### config.mk
export PLATFORM = sky130hd
export DESIGN_NAME = spi_tx_serializer
export DESIGN_NICKNAME = d
export VERILOG_FILES = /design/src/rtl/spi_pkg.sv /design/src/rtl/spi_tx_holdbuf.sv /design/src/rtl/spi_tx_serializer.sv
export SDC_FILE = /design/constraint.sdc
export NUM_CORES = 1
export LEC_CHECK = 0
export CAP_MARGIN = 40
export CORE_MARGIN = 3
export CORE_UTILIZATION = 40
export DETAILED_ROUTE_END_ITERATION = 10
export DONT_BUFFER_PORTS = 1
export HOLD_SLACK_MARGIN = 0.1
export REMOVE_ABC_BUFFERS = 1
export SLEW_MARGIN = 40
export SYNTH_ARGS = -nofsm -noshare
export SYNTH_HDL_FRONTEND = slang
export SYNTH_SLANG_ARGS = --single-unit
### constraint.sdc
create_clock -name clk -period 2.8 [get_ports clk]
set_clock_uncertainty 0.2 [all_clocks]
set_input_delay 0.14 -clock clk [delete_from_list [all_inputs] [get_ports clk]]
set_output_delay 0.14 -clock clk [all_outputs]
set_load 0.01 [all_outputs]
### src/rtl/spi_pkg.sv
// Shared state encodings and frame-sizing helpers for the SPI TX serializer.
// Build option: define SER_PARITY_EN to append an even-parity bit to every frame.
package spi_pkg;

    typedef logic [0:0] state_t;

    localparam state_t ST_IDLE  = 1'b0;
    localparam state_t ST_SHIFT = 1'b1;

    function automatic int frame_len(input int data_w);
`ifdef SER_PARITY_EN
        return data_w + 1;
`else
        return data_w;
`endif
    endfunction

    function automatic int cnt_width(input int fl);
        return (fl > 1) ? $clog2(fl) : 1;
    endfunction

endpackage

### src/rtl/spi_tx_holdbuf.sv
// One-entry holding register between the TX word source and the serializer.
// Ready depends only on the full flag, so there is no combinational path from push_valid.
module spi_tx_holdbuf #(
    parameter int DATA_W = 8
) (
    input  logic              clk,
    input  logic              rst_n,
    input  logic              push_valid,
    output logic              push_ready,
    input  logic [DATA_W-1:0] push_data,
    input  logic              pop,
    output logic              buf_full,
    output logic [DATA_W-1:0] buf_data
);

    logic              full_q, full_d;
    logic [DATA_W-1:0] data_q, data_d;

    // Push only happens while empty and pop only while full, so they never collide.
    always_comb begin
        full_d = full_q;
        data_d = data_q;
        if (pop) begin
            full_d = 1'b0;
        end else if (push_valid && !full_q) begin
            full_d = 1'b1;
            data_d = push_data;
        end
    end

    always_ff @(posedge clk or negedge rst_n) begin
        if (!rst_n) begin
            full_q <= 1'b0;
            data_q <= '0;
        end else begin
            full_q <= full_d;
            data_q <= data_d;
        end
    end

    assign push_ready = !full_q;
    assign buf_full   = full_q;
    assign buf_data   = data_q;

endmodule

### src/rtl/spi_tx_serializer.sv
// Parallel-to-serial SPI transmitter: one-entry buffer, frame shift register and IDLE/SHIFT FSM.
// Build option: SER_PARITY_EN appends an even-parity bit after the data bits.
module spi_tx_serializer
    import spi_pkg::*;
#(
    parameter int   DATA_W     = 8,
    parameter bit   MSB_FIRST  = 1'b1,
    parameter logic IDLE_LEVEL = 1'b0
) (
    input  logic              clk,
    input  logic              rst_n,
    input  logic              tx_valid,
    output logic              tx_ready,
    input  logic [DATA_W-1:0] tx_data,
    input  logic              shift_en,
    output logic              serial_out,
    output logic              busy,
    output logic              last_bit,
    output logic              done
);

    localparam int             FL       = frame_len(DATA_W);
    localparam int             CW       = cnt_width(FL);
    localparam logic [CW-1:0]  CNT_LAST = CW'(FL - 1);

    logic              buf_full;
    logic [DATA_W-1:0] buf_data;
    logic              pop;

    spi_tx_holdbuf #(
        .DATA_W (DATA_W)
    ) u_holdbuf (
        .clk        (clk),
        .rst_n      (rst_n),
        .push_valid (tx_valid),
        .push_ready (tx_ready),
        .push_data  (tx_data),
        .pop        (pop),
        .buf_full   (buf_full),
        .buf_data   (buf_data)
    );

    // Frame laid out in transmission order: bit FL-1 goes out first.
    logic [FL-1:0] load_frame;

    for (genvar gi = 0; gi < DATA_W; gi++) begin : g_frame
        if (MSB_FIRST) begin : g_msb
            assign load_frame[FL-DATA_W+gi] = buf_data[gi];
        end else begin : g_lsb
            assign load_frame[FL-1-gi] = buf_data[gi];
        end
    end

`ifdef SER_PARITY_EN
    assign load_frame[0] = ^buf_data;
`endif

    state_t        state_q, state_d;
    logic [CW-1:0] cnt_q, cnt_d;
    logic [FL-1:0] shreg_q, shreg_d;
    logic          done_q, done_d;

    always_comb begin
        state_d = state_q;
        cnt_d   = cnt_q;
        shreg_d = shreg_q;
        done_d  = 1'b0;
        pop     = 1'b0;
        case (state_q)
            ST_IDLE: begin
                if (buf_full) begin
                    pop     = 1'b1;
                    shreg_d = load_frame;
                    cnt_d   = CNT_LAST;
                    state_d = ST_SHIFT;
                end
            end
            default: begin
                if (shift_en) begin
                    if (cnt_q != '0) begin
                        shreg_d = {shreg_q[FL-2:0], IDLE_LEVEL};
                        cnt_d   = cnt_q - CW'(1);
                    end else begin
                        done_d = 1'b1;
                        // A waiting word reloads on the same edge so no idle bit appears.
                        if (buf_full) begin
                            pop     = 1'b1;
                            shreg_d = load_frame;
                            cnt_d   = CNT_LAST;
                        end else begin
                            shreg_d = {FL{IDLE_LEVEL}};
                            state_d = ST_IDLE;
                        end
                    end
                end
            end
        endcase
    end

    always_ff @(posedge clk or negedge rst_n) begin
        if (!rst_n) begin
            state_q <= ST_IDLE;
            cnt_q   <= '0;
            shreg_q <= {FL{IDLE_LEVEL}};
            done_q  <= 1'b0;
        end else begin
            state_q <= state_d;
            cnt_q   <= cnt_d;
            shreg_q <= shreg_d;
            done_q  <= done_d;
        end
    end

    assign serial_out = shreg_q[FL-1];
    assign busy       = (state_q == ST_SHIFT);
    assign last_bit   = busy && (cnt_q == '0);
    assign done       = done_q;

endmodule
==> results of run 1 <==
synthesized netlist by cell type:
cell type	count
a211oi_1	2
a21o_1	2
a21oi_1	2
a221oi_1	1
a31o_1	1
a31oi_1	6
a31oi_2	1
and3_1	1
and3b_1	1
buf_2	4
buf_6	2
clkbuf_1	1
dfrtp_1	22
ha_1	2
inv_1	5
mux2_1	8
mux2_4	1
nand2_1	3
nand2b_1	2
nand3_1	8
nor2_1	7
nor2_2	1
nor2b_1	2
o211ai_1	1
o21ai_0	4
o21ai_1	6
o22ai_1	1
or2_1	1
metal layers:
metal  wire length, um  up-vias  GRT usage  part of all wire
met1               856      360      0.159              0.43
met3                77        2     0.0430             0.039
met2              1040       12      0.230              0.52
met5                 0        -          0                 0
met4                17        0     0.0298            0.0085
li1                  -      365          -                 -
flip-flops by register name, indices dropped and copies added (netlist names):
| register | cells |
|---|---|
| u_holdbuf.buf_full | 1 |
| cnt_q | 3 |
| busy | 1 |
| u_holdbuf.buf_data | 8 |
| shreg_q | 8 |
| done | 1 |
worst max-delay path: stages (launching register included):
cell and delay, ns:
dfrtp_1 0.78, inv_1 0.30, nor2_1 0.29
cell type report:
class | instances | area (sq um) | share of cell area
Tap cell | 28 | 35.0 | 0.0290
Inverter | 5 | 18.8 | 0.0156
Multi-Input combinational cell | 64 | 434 | 0.360
Sequential cell | 22 | 551 | 0.456
Clock inverter | 1 | 30.0 | 0.0249
Timing Repair Buffer | 12 | 115 | 0.0954
Clock buffer | 3 | 22.5 | 0.0187
report_power, final:
part	internal, uW	total (uW)	switching, uW
combinational	161	319	159
clock	145	247	103
sequential	452	549	97.1
per-stage QoR:
stage	util	power, uW
2_1_floorplan	-	781
3_3_place_gp	0.443	842
3_5_place_dp	0.443	853
4_1_cts	0.508	1120
5_1_grt	0.516	1200
6_report	0.516	1120
layout by cell type (no fill, tap or decap):
cell and instances:
and3_1 1, o21ai_1 6, nand2_1 3, nand3_1 8, and3b_1 1, nor2b_2 1
a21o_1 2, or2_1 1, a31oi_2 1, o211ai_1 1, o21ai_0 4, buf_2 1
inv_1 5, clkbuf_4 3, a31oi_1 6, dlygate4sd3_1 11, mux2_1 8, a211oi_1 2
a21oi_1 2, mux2_4 1, ha_1 2, nor2_1 7, bufinv_16 1, a31o_1 1
nor2b_1 1, o22ai_1 1, nand2b_1 2, a221oi_1 1, nor2_2 1, dfrtp_1 22
kinds of logic (layout without fill, tap and decap cells):
kind of cell    count (synthesis)  count (layout)  share of synthesized area
flops                          22              22                      0.526
buf+inv                        12              21                     0.0621
fa+ha+maj                       2               2                     0.0239
simple gates                   26              26                      0.124
compound gates                 27              27                      0.164
mux                             9               9                      0.100
worst paths after layout:
check	startpoint	endpoint	slack, ns	cells after the start
min	rst_n	cnt_q[0]$_DFFE_PN0P_	0.13	2
max	busy$_DFF_PN0_	last_bit	0.77	2
min in group clk	tx_data[2]	u_holdbuf.buf_data[2]$_DFFE_PN0P_	0.28	2
max reg2reg	busy$_DFF_PN0_	shreg_q[7]$_DFFE_PN0P_	1.04	3
max in group asynchronous	rst_n	u_holdbuf.buf_data[2]$_DFFE_PN0P_	1.93	2
min reg2reg	u_holdbuf.buf_data[2]$_DFFE_PN0P_	u_holdbuf.buf_data[2]$_DFFE_PN0P_	0.30	1
timing repair:
| item | 4_1_cts | 5_1_grt |
|---|---|---|
| buffers inserted | 0 | 0 |
| hold endpoints to repair | 44 | 30 |
| hold buffers | 10 | 2 |
==> impl_metrics.json, run 1 <==
{
  "antenna_found_initial": 0,
  "startpoint_type": "flip-flop",
  "finalCritPeriodShare": 0.725,
  "post_dp_cell_area_sq_mm": 0.00104,
  "hold_viol": 0,
  "cts_buffers": 3,
  "worstSetupEndpointType": "primary output",
  "ys_seq_area_frac": 0.526,
  "fill_cells": 224,
  "clkTransAtPathRegs_ns": 0.13,
  "slew_violations": 0,
  "setup_viol": 0,
  "grt_pass1_wl_mm": 3.42,
  "via_per_inst": 5.47,
  "p_per_area_mw_per_mm2": 925,
  "yosysTopAreaCell": "dfrtp_1",
  "die_x_um": 57.2,
  "grt_pass1_vias": 729,
  "status": "complete, no violations",
  "ys_warn_count": 0,
  "core_area_sq_mm": 0.00234,
  "finalNetCount": 122,
  "fin_ws_ns": 0.769,
  "synth_seq_cells": 22,
  "cp_max_fo": 20,
  "post_synth_num_cell_types": 28,
  "num_io_pins": 17,
  "grt_overflow": 0,
  "cts_tree": "done",
  "clk-insertion-delay-late_ns": 0.31,
  "cts_max_path_buffers": 2,
  "htreeDepth": 1,
  "n_antenna_cell": 0,
  "stdcell_count": 135,
  "p_leak_uw": 0.000527,
  "dp_hpwl_mm": 1.25,
  "die_area_sq_mm": 0.00327,
  "avgSynthCellArea_sq_um": 10.7,
  "synth_top_area_share": 0.526,
  "whs_ns": 0.129,
  "period_minus_slack_ns": 2.03,
  "routabilityCongestion": 0.704,
  "rsz0062_at_grt": "false",
  "postRouteAntennaNets": 0,
  "start_util": 0.448,
  "num_rows": 17,
  "hold_class": "input pin to asynchronous set/reset pin",
  "clock_sinks": 22,
  "drtPass1Iterations": 4,
  "synth_cells": 98,
  "drt-initial-drc-count": 14,
  "relSlewSlack": 0.569,
  "synth_area_sq_mm": 0.00105,
  "required_ns": 2.46,
  "ys_top_cells_by_area": "dfrtp_1, mux2_1, nand3_1",
  "fin_setup_tns_ns": 0,
  "globalRouteTotalUtil": 0.132,
  "syn_to_final_growth_pct": 15.2,
  "totalWireLength_mm": 1.99,
  "pre_cts_ws_ns": 0.932,
  "critical_path_class": "flip-flop to primary output",
  "die_h_um": 57.2,
  "remaining_drc_errors": 0,
  "worst_pin_slew_ns": 0.647,
  "peakVddDrop_uv": 589,
  "wl_per_cell_um": 14.8,
  "final_area_sq_mm": 0.00121,
  "grt_start_max_net_pins": 23,
  "cts_resized": 0,
  "dp.cells": 119,
  "clock-root-buffer": "clkbuf_4",
  "detailroute.via_count": 739,
  "drive_gt1_frac": 0.0841,
  "arrival_ns": 1.69,
  "drv_cap": 0,
  "fmax_mhz": 492,
  "port_buffers": 0
}
Note: power is estimated with default switching activity, not from simulation.
==> run 2, diff against run 1 <==
==> constraint.sdc (replaced) <==
create_clock -name clk -period 1.81 [get_ports clk]
set_clock_uncertainty 0.2 [all_clocks]
set_input_delay 0.0905 -clock clk [delete_from_list [all_inputs] [get_ports clk]]
set_output_delay 0.0905 -clock clk [all_outputs]
set_load 0.01 [all_outputs]
==> impl_metrics.json, run 2 (synthesis results as in run 1) <==
{
  "status": "complete, no violations",
  "htreeDepth": 1,
  "grt_pass1_wl_mm": 3.41,
  "drt-initial-drc-count": 22,
  "wl_per_cell_um": 14.5,
  "die_x_um": 57.2,
  "period_minus_slack_ns": 1.71,
  "n_antenna_cell": 0,
  "cts_buffers": 3,
  "die_area_sq_mm": 0.00327,
  "slew_violations": 0,
  "drive_gt1_frac": 0.126,
  "detailroute.via_count": 760,
  "mostFrequentLayoutCells": "dfrtp_1, dlygate4sd3_1, mux2_1, nand3_1",
  "critical_path_class": "flip-flop to primary output",
  "stdcell_count": 139,
  "pwr-share-comb": 0.316,
  "swShare": 0.336,
  "grt_pass1_vias": 698,
  "p_leak_uw": 0.000536,
  "remaining_drc_errors": 0,
  "syn_to_final_growth_pct": 17.1,
  "start_util": 0.448,
  "routabilityCongestion": 0.685,
  "finalCritPeriodShare": 0.947,
  "cts_max_path_buffers": 2,
  "peakVddDrop_uv": 879,
  "clk-insertion-delay-late_ns": 0.31,
  "port_buffers": 0,
  "finalPower_uw": 1630,
  "clock_sinks": 22,
  "worstSetupEndpointType": "primary output",
  "die_h_um": 57.2,
  "clockPowerShare": 0.167,
  "hold_viol": 0,
  "fmax_mhz": 583,
  "core_area_sq_mm": 0.00234,
  "rsz0062_at_grt": "true",
  "cp_max_fo": 10,
  "antenna_found_initial": 0,
  "totalWireLength_mm": 2.01,
  "num_io_pins": 17,
  "fin_setup_tns_ns": 0,
  "relSlewSlack": 0.680,
  "final_common_cell": "dfrtp_1",
  "p_seq_frac": 0.516,
  "finalNetCount": 126,
  "p_sw_uw": 548,
  "pre_cts_ws_ns": 0.179,
  "via_per_inst": 5.47,
  "fin_ws_ns": 0.0954,
  "worst_pin_slew_ns": 0.481,
  "hold_class": "input pin to flip-flop",
  "startpoint_type": "flip-flop",
  "p_per_area_mw_per_mm2": 1330,
  "cts_tree": "done",
  "grt_start_max_net_pins": 23,
  "postRouteAntennaNets": 0,
  "dp.cells": 122,
  "globalRouteTotalUtil": 0.140,
  "grt_overflow": 0,
  "clkTransAtPathRegs_ns": 0.13,
  "dp_hpwl_mm": 1.27,
  "cts_setup_buffers": 0,
  "num_rows": 17,
  "clock-root-buffer": "clkbuf_4",
  "required_ns": 1.52,
  "setup_viol": 0,
  "p_int_uw": 1080,
  "arrival_ns": 1.42,
  "drv_cap": 0,
  "drtPass1Iterations": 4
}
[run 2: stage by stage]
stage / hold slack (ns) / utilization / cell area (sq um)
floorplan: -0.405 / - / 1000
global placement: -0.404 / 0.452 / 1060
detailed placement: -0.404 / 0.452 / 1060
CTS: 0.199 / 0.516 / 1210
global route: 0.231 / 0.524 / 1230
finish: 0.243 / 0.524 / 1230
[run 2: power groups by stage]
stage	sequential, uW	clock [uW]	combinational [uW]
2_1_floorplan	817	0	392
6_report	842	273	516
4_1_cts	840	284	511
3_3_place_gp	850	0	465
5_1_grt	879	305	593
3_5_place_dp	854	0	476
[run 2: critical path, stage by stage, from the launching register on]
cell	delay, ns
dfrtp_1	0.43
inv_1	0.10
ha_1	0.22
nand2b_2	0.18
nor2_2	0.19
[run 2: worst paths after layout]
kind,start,end,slack (ns),cells after the start
max in group asynchronous,rst_n,shreg_q[4]$_DFFE_PN0P_,0.48,3
worst min register to register,u_holdbuf.buf_data[3]$_DFFE_PN0P_,u_holdbuf.buf_data[3]$_DFFE_PN0P_,0.30,1
worst max-delay path,cnt_q[0]$_DFFE_PN0P_,last_bit,0.1,4
worst min-delay path,tx_data[6],u_holdbuf.buf_data[6]$_DFFE_PN0P_,0.24,2
worst max register to register,cnt_q[0]$_DFFE_PN0P_,u_holdbuf.buf_full$_DFFE_PN0P_,0.14,5
min in group asynchronous,rst_n,shreg_q[6]$_DFFE_PN0P_,0.59,3
[run 2: routing by layer]
metal / share of wire / vias up / wire length, um / track usage
met2: 0.48 / 19 / 965 / 0.235
li1: - / 375 / - / -
met1: 0.45 / 364 / 914 / 0.166
met3: 0.056 / 2 / 113 / 0.0520
met5: 0 / - / 0 / 0
met4: 0.0094 / 0 / 19 / 0.0430
[run 2: layout make-up]
type                            count  area (sq um)
Tap cell                           28          35.0
Clock buffer                        4          36.3
Sequential cell                    22           551
Fill cell                         216          1110
Timing Repair Buffer               16           148
Inverter                            5          18.8
Multi-Input combinational cell     64           438
[run 2: repair_timing]
action                     in CTS  in global routing
gates resized for setup         1                  2
hold buffers                   11                  2
setup endpoints to repair       1                  3
hold endpoints to repair       44                 22
==> run 3, diff against run 2 <==
==> constraint.sdc (replaced) <==
create_clock -name clk -period 1.4 [get_ports clk]
set_clock_uncertainty 0.2 [all_clocks]
set_input_delay 0.07 -clock clk [delete_from_list [all_inputs] [get_ports clk]]
set_output_delay 0.07 -clock clk [all_outputs]
set_load 0.01 [all_outputs]
==> impl_metrics.json, run 3 (synthesis results as in run 1) <==
{
  "failed_checks": "hold timing, setup timing",
  "setup_viol": 13,
  "via_per_inst": 5.45,
  "critical_path_class": "flip-flop to flip-flop",
  "peakVddDrop_uv": 1200,
  "grt_start_max_net_pins": 23,
  "post_dp_cell_area_sq_mm": 0.00111,
  "cts_max_path_buffers": 2,
  "clock_sinks": 22,
  "grt_pass1_wl_mm": 3.68,
  "n_antenna_cell": 0,
  "drv_cap": 0,
  "critPathMaxStageDelay_ns": 0.41,
  "rsz0062_at_grt": "true",
  "num_rows": 17,
  "die_x_um": 57.2,
  "num_io_pins": 17,
  "start_util": 0.448,
  "cts_buffers": 3,
  "fin_ws_ns": -0.0904,
  "grt_pass1_vias": 786,
  "worstSetupEndpointType": "flip-flop",
  "mostFrequentLayoutCells": "dfrtp_1, buf_4, dlygate4sd3_1",
  "relSlewSlack": 0.681,
  "clock-root-buffer": "clkbuf_4",
  "antenna_found_initial": 0,
  "cpLargestDelayFamily": "flip-flops",
  "arrival_ns": 1.52,
  "startpoint_type": "flip-flop",
  "die_area_sq_mm": 0.00327,
  "slew_violations": 0,
  "drt-initial-drc-count": 5,
  "fill_cells": 232,
  "hold_class": "input pin to flip-flop",
  "period_minus_slack_ns": 1.49,
  "die_h_um": 57.2,
  "clk-insertion-delay-late_ns": 0.30,
  "syn_to_final_growth_pct": 28.3,
  "cp_max_fo": 8,
  "path_buf_inv": 1,
  "totalWireLength_mm": 2.20,
  "required_ns": 1.43,
  "globalRouteTotalUtil": 0.144,
  "worst_pin_slew_ns": 0.478,
  "fmax_mhz": 671,
  "slowest_stage": "dfrtp_1",
  "final_common_cell": "dfrtp_1",
  "wl_per_cell_um": 14.7,
  "drive_gt1_frac": 0.298,
  "grt_overflow": 0,
  "hold_viol": 14,
  "finalCritPeriodShare": 1.06,
  "p_leak_uw": 0.000590,
  "dp_hpwl_mm": 1.36,
  "status": "finished with violations",
  "crit_chain": "inv_2 -> ha_4 -> and3b_2 -> o21ai_1 -> a31oi_1",
  "remaining_drc_errors": 0,
  "drtPass1Iterations": 5,
  "clkTransAtPathRegs_ns": 0.12,
  "cts_tree": "done",
  "whs_ns": -0.279,
  "core_area_sq_mm": 0.00234,
  "postRouteAntennaNets": 0,
  "htreeDepth": 1,
  "final_util": 0.574,
  "detailroute.via_count": 812,
  "final_area_sq_mm": 0.00134,
  "finalNetCount": 136,
  "routabilityCongestion": 0.734,
  "pre_cts_ws_ns": -0.202,
  "p_per_area_mw_per_mm2": 1820,
  "port_buffers": 0
}
run 3: changes by cell type in the layout (fill, tap and decap cells not counted), sizes merged:
cell         delta
dlygate4sd3     -2
buf            +12
run 3: routing by layer:
| metal | part of all wire | track usage | vias up |
|---|---|---|---|
| met5 | 0 | 0 | - |
| met4 | 0.018 | 0.0298 | 0 |
| met3 | 0.036 | 0.0430 | 4 |
| met2 | 0.54 | 0.250 | 15 |
| met1 | 0.41 | 0.178 | 395 |
| li1 | - | - | 398 |
run 3: final timing paths:
kind / end / cells after the start / slack [ns] / from
setup / recovery: shreg_q[2]$_DFFE_PN0P_ / 5 / -0.09 / cnt_q[0]$_DFFE_PN0P_
hold reg to reg: u_holdbuf.buf_data[6]$_DFFE_PN0P_ / 1 / 0.30 / u_holdbuf.buf_data[6]$_DFFE_PN0P_
hold / removal: done$_DFF_PN0_ / 1 / -0.28 / shift_en
setup reg to reg: shreg_q[2]$_DFFE_PN0P_ / 5 / -0.09 / cnt_q[0]$_DFFE_PN0P_
max in group asynchronous: u_holdbuf.buf_data[1]$_DFFE_PN0P_ / 2 / 0.62 / rst_n
min in group asynchronous: u_holdbuf.buf_data[7]$_DFFE_PN0P_ / 2 / 0.05 / rst_n
run 3: area by class of cell:
cell class	instances	area, sq um	share of cell area
multi-input cells	64	482	0.358
repair buffers	26	219	0.163
inverters	5	21.3	0.0158
well taps	28	35.0	0.0261
clock buffers	4	36.3	0.0270
flip-flops and latches	22	551	0.410
run 3: worst reg2reg max path, cell delays in order, from the launching register on:
cell,delay [ns]
dfrtp_1,0.41
inv_2,0.09
ha_4,0.17
and3b_2,0.30
o21ai_1,0.08
a31oi_1,0.18
run 3: repair_timing:
action                                  in CTS  in global routing
gates cloned                                 1                  0
hold buffers                                10                  1
pin swaps                                    9                  7
endpoints found under the setup margin      23                 16
setup buffers                                2                  2
resized for setup                           17                  5
endpoints found under the hold margin       44                 36
run 3: stage by stage:
step	power [uW]	setup TNS, ns	hold slack (ns)	std cells
2_1_floorplan	1560	-2.62	-0.426	91
6_report	2450	-0.907	-0.279	149
3_5_place_dp	1870	-2.06	-0.425	129
5_1_grt	2640	-2.23	-0.294	149
3_3_place_gp	1840	-1.51	-0.425	129
4_1_cts	2400	-0.907	-0.282	146
run 3: power breakdown:
part,switching [uW],internal (uW),total (uW)
combinational,466,571,1040
clock,186,159,344
sequential,160,905,1060
